--- src/rtl/simplebus_pkg.sv ---
// simplebus_pkg: shared definitions for the Wishbone-to-simplebus master.
//   - command byte values exchanged on the 8-bit external bus
//   - frame byte counts and the width of the outbound frame shift register
//   - FSM state encoding
//   - odd-parity helper used to validate bytes coming back from the slave
package simplebus_pkg;

    localparam logic [7:0] CMD_READ      = 8'h02;
    localparam logic [7:0] CMD_WRITE     = 8'h03;
    localparam logic [7:0] CMD_READ_ACK  = 8'h82;
    localparam logic [7:0] CMD_WRITE_ACK = 8'h83;

    localparam int ADDR_BYTES        = 4;
    localparam int DATA_BYTES        = 8;
    // Read: cmd + address. Write: cmd + address + sel + data.
    localparam int READ_FRAME_BYTES  = 1 + ADDR_BYTES;
    localparam int WRITE_FRAME_BYTES = 1 + ADDR_BYTES + 1 + DATA_BYTES;
    localparam int FRAME_BITS        = 8 * WRITE_FRAME_BYTES;

    typedef enum logic [2:0] {
        ST_IDLE,
        ST_SEND,
        ST_WAIT_ACK,
        ST_RECV,
        ST_DONE
    } state_t;

    // Bus parity is odd: the parity bit makes the total count of ones odd.
    function automatic logic parity_ok(input logic [7:0] data, input logic pty);
        return pty == ~^data;
    endfunction

endpackage

--- src/rtl/simplebus_clkgen.sv ---
// simplebus_clkgen: free-running bus clock divider.
//   clk      in   system clock
//   rst      in   asynchronous active-high reset (bus_clk forced low)
//   bus_clk  out  clk / (2*HALF_PERIOD)
//   rise_stb out  high during the clk cycle whose closing edge raises bus_clk
//   fall_stb out  high during the clk cycle whose closing edge lowers bus_clk
// The strobes are combinational so that logic clocked by clk acts on exactly
// the same edge that moves bus_clk.
module simplebus_clkgen #(
    parameter int HALF_PERIOD = 1
) (
    input  logic clk,
    input  logic rst,
    output logic bus_clk,
    output logic rise_stb,
    output logic fall_stb
);

    logic [3:0] div_reg;
    logic       edge_now;

    assign edge_now = (div_reg == 4'(HALF_PERIOD - 1));
    assign rise_stb = edge_now & ~bus_clk;
    assign fall_stb = edge_now &  bus_clk;

    always_ff @(posedge clk or posedge rst) begin
        if (rst) begin
            div_reg <= '0;
            bus_clk <= 1'b0;
        end else if (edge_now) begin
            div_reg <= '0;
            bus_clk <= ~bus_clk;
        end else begin
            div_reg <= div_reg + 4'd1;
        end
    end

endmodule

--- src/rtl/simplebus_master.sv ---
// simplebus_master: bridges single 64-bit Wishbone transfers onto the 8-bit
// parity-protected simplebus and completes the Wishbone cycle when the slave
// acknowledges.
//   clk, rst                     system clock, asynchronous active-high reset
//   wb_adr/wb_dat_w/wb_sel/wb_we Wishbone request (doubleword address)
//   wb_cyc, wb_stb               Wishbone request qualifiers
//   wb_dat_r                     read data (all ones after an error)
//   wb_ack                       one-clk completion pulse
//   wb_stall                     high while a transfer is in flight
//   bus_clk, bus_out, bus_pty_out outbound bus (bus_out moves on bus_clk fall)
//   bus_in, bus_pty_in           inbound bus (sampled on bus_clk rise)
//   err                          sticky parity/protocol/timeout flag
module simplebus_master
    import simplebus_pkg::*;
#(
    parameter int HALF_PERIOD = 1,
    parameter int TIMEOUT     = 255
) (
    input  logic        clk,
    input  logic        rst,
    input  logic [28:0] wb_adr,
    input  logic [63:0] wb_dat_w,
    input  logic [7:0]  wb_sel,
    input  logic        wb_we,
    input  logic        wb_cyc,
    input  logic        wb_stb,
    output logic [63:0] wb_dat_r,
    output logic        wb_ack,
    output logic        wb_stall,
    output logic        bus_clk,
    output logic [7:0]  bus_out,
    output logic        bus_pty_out,
    input  logic [7:0]  bus_in,
    input  logic        bus_pty_in,
    output logic        err
);

    localparam int TMO_W = (TIMEOUT < 2) ? 1 : $clog2(TIMEOUT + 1);

    state_t                  state_reg;
    logic [FRAME_BITS-1:0]   frame_reg;
    logic [3:0]              byte_cnt_reg;
    logic                    we_reg;
    logic [TMO_W-1:0]        tmo_reg;
    logic [63:0]             rx_reg;
    logic [3:0]              rx_cnt_reg;
    logic                    perr_reg;

    logic                    rise_stb;
    logic                    fall_stb;
    logic                    byte_ok;
    logic [7:0]              ack_cmd;
    logic [63:0]             rx_next;
    logic [31:0]             byte_adr;

    simplebus_clkgen #(
        .HALF_PERIOD(HALF_PERIOD)
    ) u_clkgen (
        .clk      (clk),
        .rst      (rst),
        .bus_clk  (bus_clk),
        .rise_stb (rise_stb),
        .fall_stb (fall_stb)
    );

    assign bus_pty_out = ~^bus_out;
    assign byte_ok     = parity_ok(bus_in, bus_pty_in);
    assign ack_cmd     = we_reg ? CMD_WRITE_ACK : CMD_READ_ACK;
    assign rx_next     = {bus_in, rx_reg[63:8]};
    assign byte_adr    = {wb_adr, 3'b000};

    always_ff @(posedge clk or posedge rst) begin
        if (rst) begin
            state_reg    <= ST_IDLE;
            frame_reg    <= '0;
            byte_cnt_reg <= '0;
            we_reg       <= 1'b0;
            tmo_reg      <= '0;
            rx_reg       <= '0;
            rx_cnt_reg   <= '0;
            perr_reg     <= 1'b0;
            wb_dat_r     <= '0;
            wb_ack       <= 1'b0;
            wb_stall     <= 1'b0;
            bus_out      <= '0;
            err          <= 1'b0;
        end else begin
            wb_ack <= 1'b0;
            case (state_reg)
                ST_IDLE: begin
                    if (wb_cyc && wb_stb) begin
                        we_reg    <= wb_we;
                        // Byte 0 of the frame sits in the low byte and is
                        // shifted out first, giving LSB-first fields.
                        frame_reg <= wb_we
                            ? FRAME_BITS'({wb_dat_w, wb_sel, byte_adr, CMD_WRITE})
                            : FRAME_BITS'({byte_adr, CMD_READ});
                        byte_cnt_reg <= wb_we ? 4'(WRITE_FRAME_BYTES)
                                              : 4'(READ_FRAME_BYTES);
                        wb_stall  <= 1'b1;
                        state_reg <= ST_SEND;
                    end
                end

                ST_SEND: begin
                    if (fall_stb) begin
                        if (byte_cnt_reg != 4'd0) begin
                            bus_out      <= frame_reg[7:0];
                            frame_reg    <= frame_reg >> 8;
                            byte_cnt_reg <= byte_cnt_reg - 4'd1;
                        end else begin
                            // The fall after the last byte returns the bus to
                            // idle; the slave's reply is sampled from the next rise.
                            bus_out   <= 8'h00;
                            tmo_reg   <= TMO_W'(TIMEOUT);
                            state_reg <= ST_WAIT_ACK;
                        end
                    end
                end

                ST_WAIT_ACK: begin
                    if (rise_stb) begin
                        if (!byte_ok
                            || (bus_in != 8'h00 && bus_in != ack_cmd)
                            || (bus_in == 8'h00 && tmo_reg <= TMO_W'(1))) begin
                            err       <= 1'b1;
                            wb_dat_r  <= '1;
                            state_reg <= ST_DONE;
                        end else if (bus_in == 8'h00) begin
                            tmo_reg <= tmo_reg - TMO_W'(1);
                        end else if (we_reg) begin
                            state_reg <= ST_DONE;
                        end else begin
                            rx_cnt_reg <= 4'(DATA_BYTES);
                            perr_reg   <= 1'b0;
                            state_reg  <= ST_RECV;
                        end
                    end
                end

                ST_RECV: begin
                    // A bad data byte is remembered rather than acted on at
                    // once so the slave's data phase always runs to the end
                    // and the bus is idle again when the cycle completes.
                    if (rise_stb) begin
                        rx_reg     <= rx_next;
                        rx_cnt_reg <= rx_cnt_reg - 4'd1;
                        if (!byte_ok) begin
                            perr_reg <= 1'b1;
                        end
                        if (rx_cnt_reg == 4'd1) begin
                            state_reg <= ST_DONE;
                            if (perr_reg || !byte_ok) begin
                                err      <= 1'b1;
                                wb_dat_r <= '1;
                            end else begin
                                wb_dat_r <= rx_next;
                            end
                        end
                    end
                end

                ST_DONE: begin
                    wb_ack    <= 1'b1;
                    wb_stall  <= 1'b0;
                    state_reg <= ST_IDLE;
                end

                default: begin
                    state_reg <= ST_IDLE;
                end
            endcase
        end
    end

endmodule

--- config.mk ---
export PLATFORM = sky130hd
export DESIGN_NAME = simplebus_master
export DESIGN_NICKNAME = d
export VERILOG_FILES = /design/src/rtl/simplebus_pkg.sv /design/src/rtl/simplebus_clkgen.sv /design/src/rtl/simplebus_master.sv
export SDC_FILE = /design/constraint.sdc
export NUM_CORES = 1
export LEC_CHECK = 0
export ABC_AREA = 1
export CAP_MARGIN = 30
export CELL_PAD_IN_SITES_DETAIL_PLACEMENT = 1
export CELL_PAD_IN_SITES_GLOBAL_PLACEMENT = 2
export CORE_MARGIN = 1.5
export CORE_UTILIZATION = 41
export CTS_BUF_LIST = sky130_fd_sc_hd__clkbuf_16
export DETAILED_ROUTE_END_ITERATION = 10
export DONT_BUFFER_PORTS = 1
export GPL_TIMING_DRIVEN = 0
export PLACE_DENSITY_LB_ADDON = 0.25
export SYNTH_ARGS = -nofsm -noshare
export SYNTH_HDL_FRONTEND = slang
export SYNTH_HIERARCHICAL = 1
export SYNTH_SLANG_ARGS = --single-unit
--- constraint.sdc ---
create_clock -name clk -period 21.4 [get_ports clk]
set_input_delay 0 -clock clk [delete_from_list [all_inputs] [get_ports clk]]
set_output_delay 0 -clock clk [all_outputs]
set_load 0.01 [all_outputs]
After elaboration in Yosys (flattened, before gate mapping). Cells that the tools add are included.

Reduce and logical (&&, ||, !) cells: 29. $lt $le $gt $ge: 1. Bitwise logic cells: 3. $add $sub $neg: 4. Muxes and demuxes: 57. Equality and inequality tests: 22.

Operator list (count): 112-bit two-way mux (4); 64-bit two-way mux (5); 112-bit case mux with 2 select lines (1); 64-bit case mux with 2 select lines (1); 8-bit two-way mux (6); 4-bit two-way mux (10); 2-bit != test, second input constant (14); 3-bit two-way mux (9); 6-bit AND reduction (3); 4-bit case mux with 2 select lines (2); 8-bit case mux with 2 select lines (1); 8-bit XNOR reduction (2); 1-bit two-way mux (14); 7-bit AND reduction (2); 3-bit case mux with 4 select lines (1); 8-bit by 1-bit less-or-equal comparator with 1-bit output, second input constant (1); 8-bit zero test (1); 8-bit != test (1); 2-bit AND reduction (4); 2-bit nonzero test (4); 8-bit nonzero test (1); 4-bit by 1-bit subtractor with 4-bit output, second input constant (2); 8-bit by 1-bit subtractor with 8-bit output, second input constant (1); 3-bit by 2-bit == test with 1-bit output, second input constant (2); 17 further kinds (24).

Bits of input ports: 115. Bits in registers: 277. Output and inout port bits: 77.

Longest topological paths before layout.
Depth in word-level cells: 8. Gate-level depth with buffers: 16.

Cells and area by module. Netlist, hierarchy kept.

Modules (own cells, without submodules): simplebus_master (area an instance 11697.5 um^2, sequential area each 6606.3 um^2, times used 1, cells an instance 1359); simplebus_clkgen (area an instance 259.0 um^2, sequential area each 125.1 um^2, times used 1, cells an instance 32).

Worst setup path after synthesis. OpenSTA, ideal clock, no wires.

Path type: flip-flop to flip-flop. From: register u_clkgen.div_reg[0]. To: register wb_dat_r[26]. Data arrival time: 1.822 ns. Clock period less this slack: 1.945 ns. Buffers on the path: 4. Stages on the path, launching flop included: 16. Slack: 19.455 ns. Library setup time: 0.124 ns. Path through: dfrtp_1 -> inv_1 -> ha_1 -> nand3_1 -> inv_1 -> buf_2 -> inv_1 -> nand2_1 -> nand2_1 -> nor2_1 -> nand2_1 -> buf_4 -> buf_4 -> buf_4 -> nand2_1 -> o21ai_1.

Longest elaborated chain between the ends: 4.

RTL lines: from (decl) (RTL line simplebus_clkgen.sv:19) `logic [3:0] div_reg;`; from (signal assigned) (RTL line simplebus_clkgen.sv:34) `div_reg <= div_reg + 4'd1;`; 4-bit zero test * (RTL line simplebus_clkgen.sv:22) `assign edge_now = (div_reg == 4'(HALF_PERIOD - 1));`; 1-bit bitwise AND * (RTL line simplebus_clkgen.sv:23) `assign rise_stb = edge_now & ~bus_clk;`; via rise_stb (RTL line simplebus_master.sv:49) `logic rise_stb;`; 2-bit != test (no source line); 5-bit AND reduction (no source line) *; to (signal assigned) (RTL line simplebus_master.sv:157) `wb_dat_r <= rx_next;`; to (decl) (RTL line simplebus_master.sv:27) `output logic [63:0] wb_dat_r,`.

Mark *: on every way through the listed nets, which the timed path passes. The rest lies on a longest branch. A chain may end at the register's enable or synchronous reset.

Worst setup path after layout.
From: register u_clkgen.div_reg[0]. To: register frame_reg[88].

Longest elaborated chain between the ends: 4.

RTL lines: 4-bit zero test (RTL line simplebus_clkgen.sv:22); 1-bit bitwise AND (RTL line simplebus_clkgen.sv:24) `assign fall_stb = edge_now & bus_clk;`; via fall_stb (RTL line simplebus_master.sv:50) `logic fall_stb;`; 2-bit != test (no source line); 4-bit AND reduction (no source line); to (signal assigned) (RTL line simplebus_master.sv:95) `frame_reg <= wb_we`; to (signal assigned) (RTL line simplebus_master.sv:109) `frame_reg <= frame_reg >> 8;`; to (decl) (RTL line simplebus_master.sv:41) `logic [FRAME_BITS-1:0] frame_reg;`.

The timed path passes the listed nets, and every way through them passes these cells.

==> flow_summary_export.csv <==
group,metric,value,unit
run,maxCapViolations,0,
setup_path,cp.arrival,2.84,ns
yosys,synthDistinctLibCells,33,
yosys,syn_area,11960,µm²
floorplanning,die_w,173.8,µm
floorplanning,row_count,62,
power_and_ir_drop,peakVddDrop,0.00007610,V
sta,min_period_over_period,11.35,%
placement,gp_congestion,0.8152,
yosys,synth_ff_type,"dfrtp_1",
floorplanning,die_y,173.8,µm
clock_network,htree_levels,1,
yosys,synth_cells,1391,
clock_network,cts_tree,"yes",
sta,finalWorstSetupSlack,18.97,ns
setup_path,criticalPathCategory,"reg2reg",
min_path,min-delay-path-class,"in2reg",
clock_network,cts_resized,0,
yosys,yosys_warnings,6,
route,antenna_left,0,
global_route,grt.total_usage,24.91,%
yosys,ys_seq_elements,269,
yosys,synthArstFlopShare,100.0,%
sta,timing.setup.tns,0,ns
sta,slew_viol_final,0,
route,routedWlPerCell,18.74,µm
global_route,grt_antenna_before_repair,5,
yosys,synth-edff-count,0,
floorplanning,ios,192,
route,drt_first_pass_iters,4,
clock_network,numCtsBuffers,31,
power_and_ir_drop,powerDensity,164.0,nW/µm²
layout,area_growth,22.55,%
setup_path,crit_path_end_kind,"flip-flop",
setup_path,cp_max_fo,10,
sta,fin_crit,2.429,ns
power_and_ir_drop,p_leak,6.853,nW
yosys,yosysSeqAreaShare,56.30,%
setup_path,cp_data_required_time,21.81,ns
layout,fillCellCount,3395,
yosys,avgSynthCellArea,8.596,µm²
sta,grt_setup_unrepaired,"no",
clock_network,cts-root-buf,"clkbuf_16",
yosys,synthesis.nets,1518,
power_and_ir_drop,total_power,2.403,mW
layout,layout_common_cells,"nand2_1 (417), dfrtp_1 (269), nor2_1 (121), dlygate4sd3_1 (116), o21ai_0 (113)",
clock_network,cts_max_path_buffers,3,
sta,relSlewSlack,47.72,%
floorplanning,core,28700,µm²
route,drc,0,
layout,largest_reg_flops,112,
layout,final_common_cell,"nand2_1",
route,viasPerCell,5.211,
route,vias,10170,
global_route,first_global_vias,11110,
floorplanning,dieArea,30200,µm²
clock_network,cts.sinks,269,
sta,clock.fmax,411.6,MHz
global_route,grt_overflow,0,
global_route,grt_pass1_wl,60.50,mm
route,drt_iter0_markers,540,
sta,hold_viol_final,0,
layout,final_util,51.05,%
sta,setup_viol,0,
setup_path,start_kind,"flip-flop",
layout,finalNetCount,1669,
layout,drive_gt1_share,7.289,%
sta,max_slew.worst_pin.slew,0.7782,ns
run_status,outcome,"completed",
floorplanning,start_util,41.66,%
clock_network,path_clk_slew,0.06,ns
route,wl,36.59,mm
placement,numPortBuffers,0,
placement,place_hpwl,24.78,mm
sta,worst_clock_skew,0.01127,ns
global_route,grt_max_degree,110,
placement,pre_cts_slack,19.00,ns
clock_network,clk_latency,0.56,ns
[layer usage]
metal / vias up / wire length (µm) / GRT usage (%) / share of wire (%)
met1: 4992 / 15790 / 31.55 / 43
li1: 4870 / - / - / -
met4: 2 / 790 / 6.250 / 2.2
met2: 243 / 18210 / 43.82 / 50
met5: - / 11 / 0 / 0.030
met3: 64 / 1781 / 4.671 / 4.9
[synth_stat cells (all sizes together) (12+ instances only)]
cell / count / area (µm²)
a31oi: 91 / 569.3
clkbuf: 44 / 167.7
nor3: 70 / 350.3
ha: 12 / 150.1
o21ai: 123 / 615.6
inv: 79 / 296.5
nand2: 419 / 1578
nor2: 125 / 479.2
a21oi: 16 / 91.34
buf: 45 / 296.5
dfrtp: 269 / 6731
nand3: 60 / 305.3
[what timing repair did]
item | CTS | global route
hold endpoints to repair | 388 | 0
buffers inserted | 0 | 0
hold buffers | 116 | 0
[path summary, 6_finish.rpt]
path	startpoint	slack (ns)	endpoint	cells past startpoint
max reg2reg	u_clkgen/div_reg[0]	18.97	frame_reg[88]	11
min	bus_in[0]	0.02	tmo_reg[7]	7
min reg2reg	frame_reg[9]	0.48	frame_reg[9]	2
max in group asynchronous	rst	20.00	frame_reg[64]	4
min in group asynchronous	rst	0.52	bus_out[6]	3
max	u_clkgen/div_reg[0]	18.97	frame_reg[88]	11
[cells by family (layout without fill, tap and decap cells)]
kind of cell | after synthesis | after routing | synth area share (%)
buf+inv | 168 | 341 | 6.362
compound gates | 242 | 242 | 11.45
xor+xnor | 12 | 12 | 0.8790
fa+ha+maj | 12 | 12 | 1.256
simple gates | 680 | 680 | 23.00
mux | 8 | 8 | 0.7535
other cells | 0 | 4 | 0
flops | 269 | 269 | 56.30
[critical path, stage by stage, from the launching register on]
cell and delay (ns):
dfrtp_1 0.44, inv_1 0.08, ha_1 0.17, nand2_2 0.09
nor2_1 0.14, inv_1 0.17, nand2_1 0.13, nand2_1 0.11
a21oi_4 0.22, buf_2 0.34, buf_4 0.25, a31oi_1 0.14
[metrics by stage]
| stage | area, µm² | instances | hold slack (ns) |
|---|---|---|---|
| 2_1_floorplan | 11960 | 1391 | -0.2215 |
| 3_3_place_gp | 12440 | 1775 | -0.1963 |
| 3_5_place_dp | 12500 | 1777 | -0.1915 |
| 4_1_cts | 14640 | 1948 | 0.007574 |
| 5_1_grt | 14650 | 1952 | 0.07940 |
| 6_report | 14650 | 1952 | 0.01504 |
[power by group]
| group | leakage [nW] | switching [mW] | internal [mW] |
|---|---|---|---|
| combinational | 3.12 | 0.593 | 0.327 |
| sequential | 3.23 | 0.206 | 0.760 |
| clock | 0.503 | 0.210 | 0.308 |
| total | 6.85 | 1.01 | 1.39 |
[final cells by class]
class                      count  area [µm²]  share of cell area [%]
multi-input combinational    954        4464                   30.47
sequential                   269        6731                   45.94
buffer                        89       464.2                   3.168
clock buffer                  31       775.7                   5.294
clock inverter                24       206.4                   1.409
timing repair buffer         118        1216                   8.300
antenna                        4       10.01                 0.06831
tap                          384       480.5                   3.279
inverter                      79       304.0                   2.075
Power figures use the tool's default switching activity.
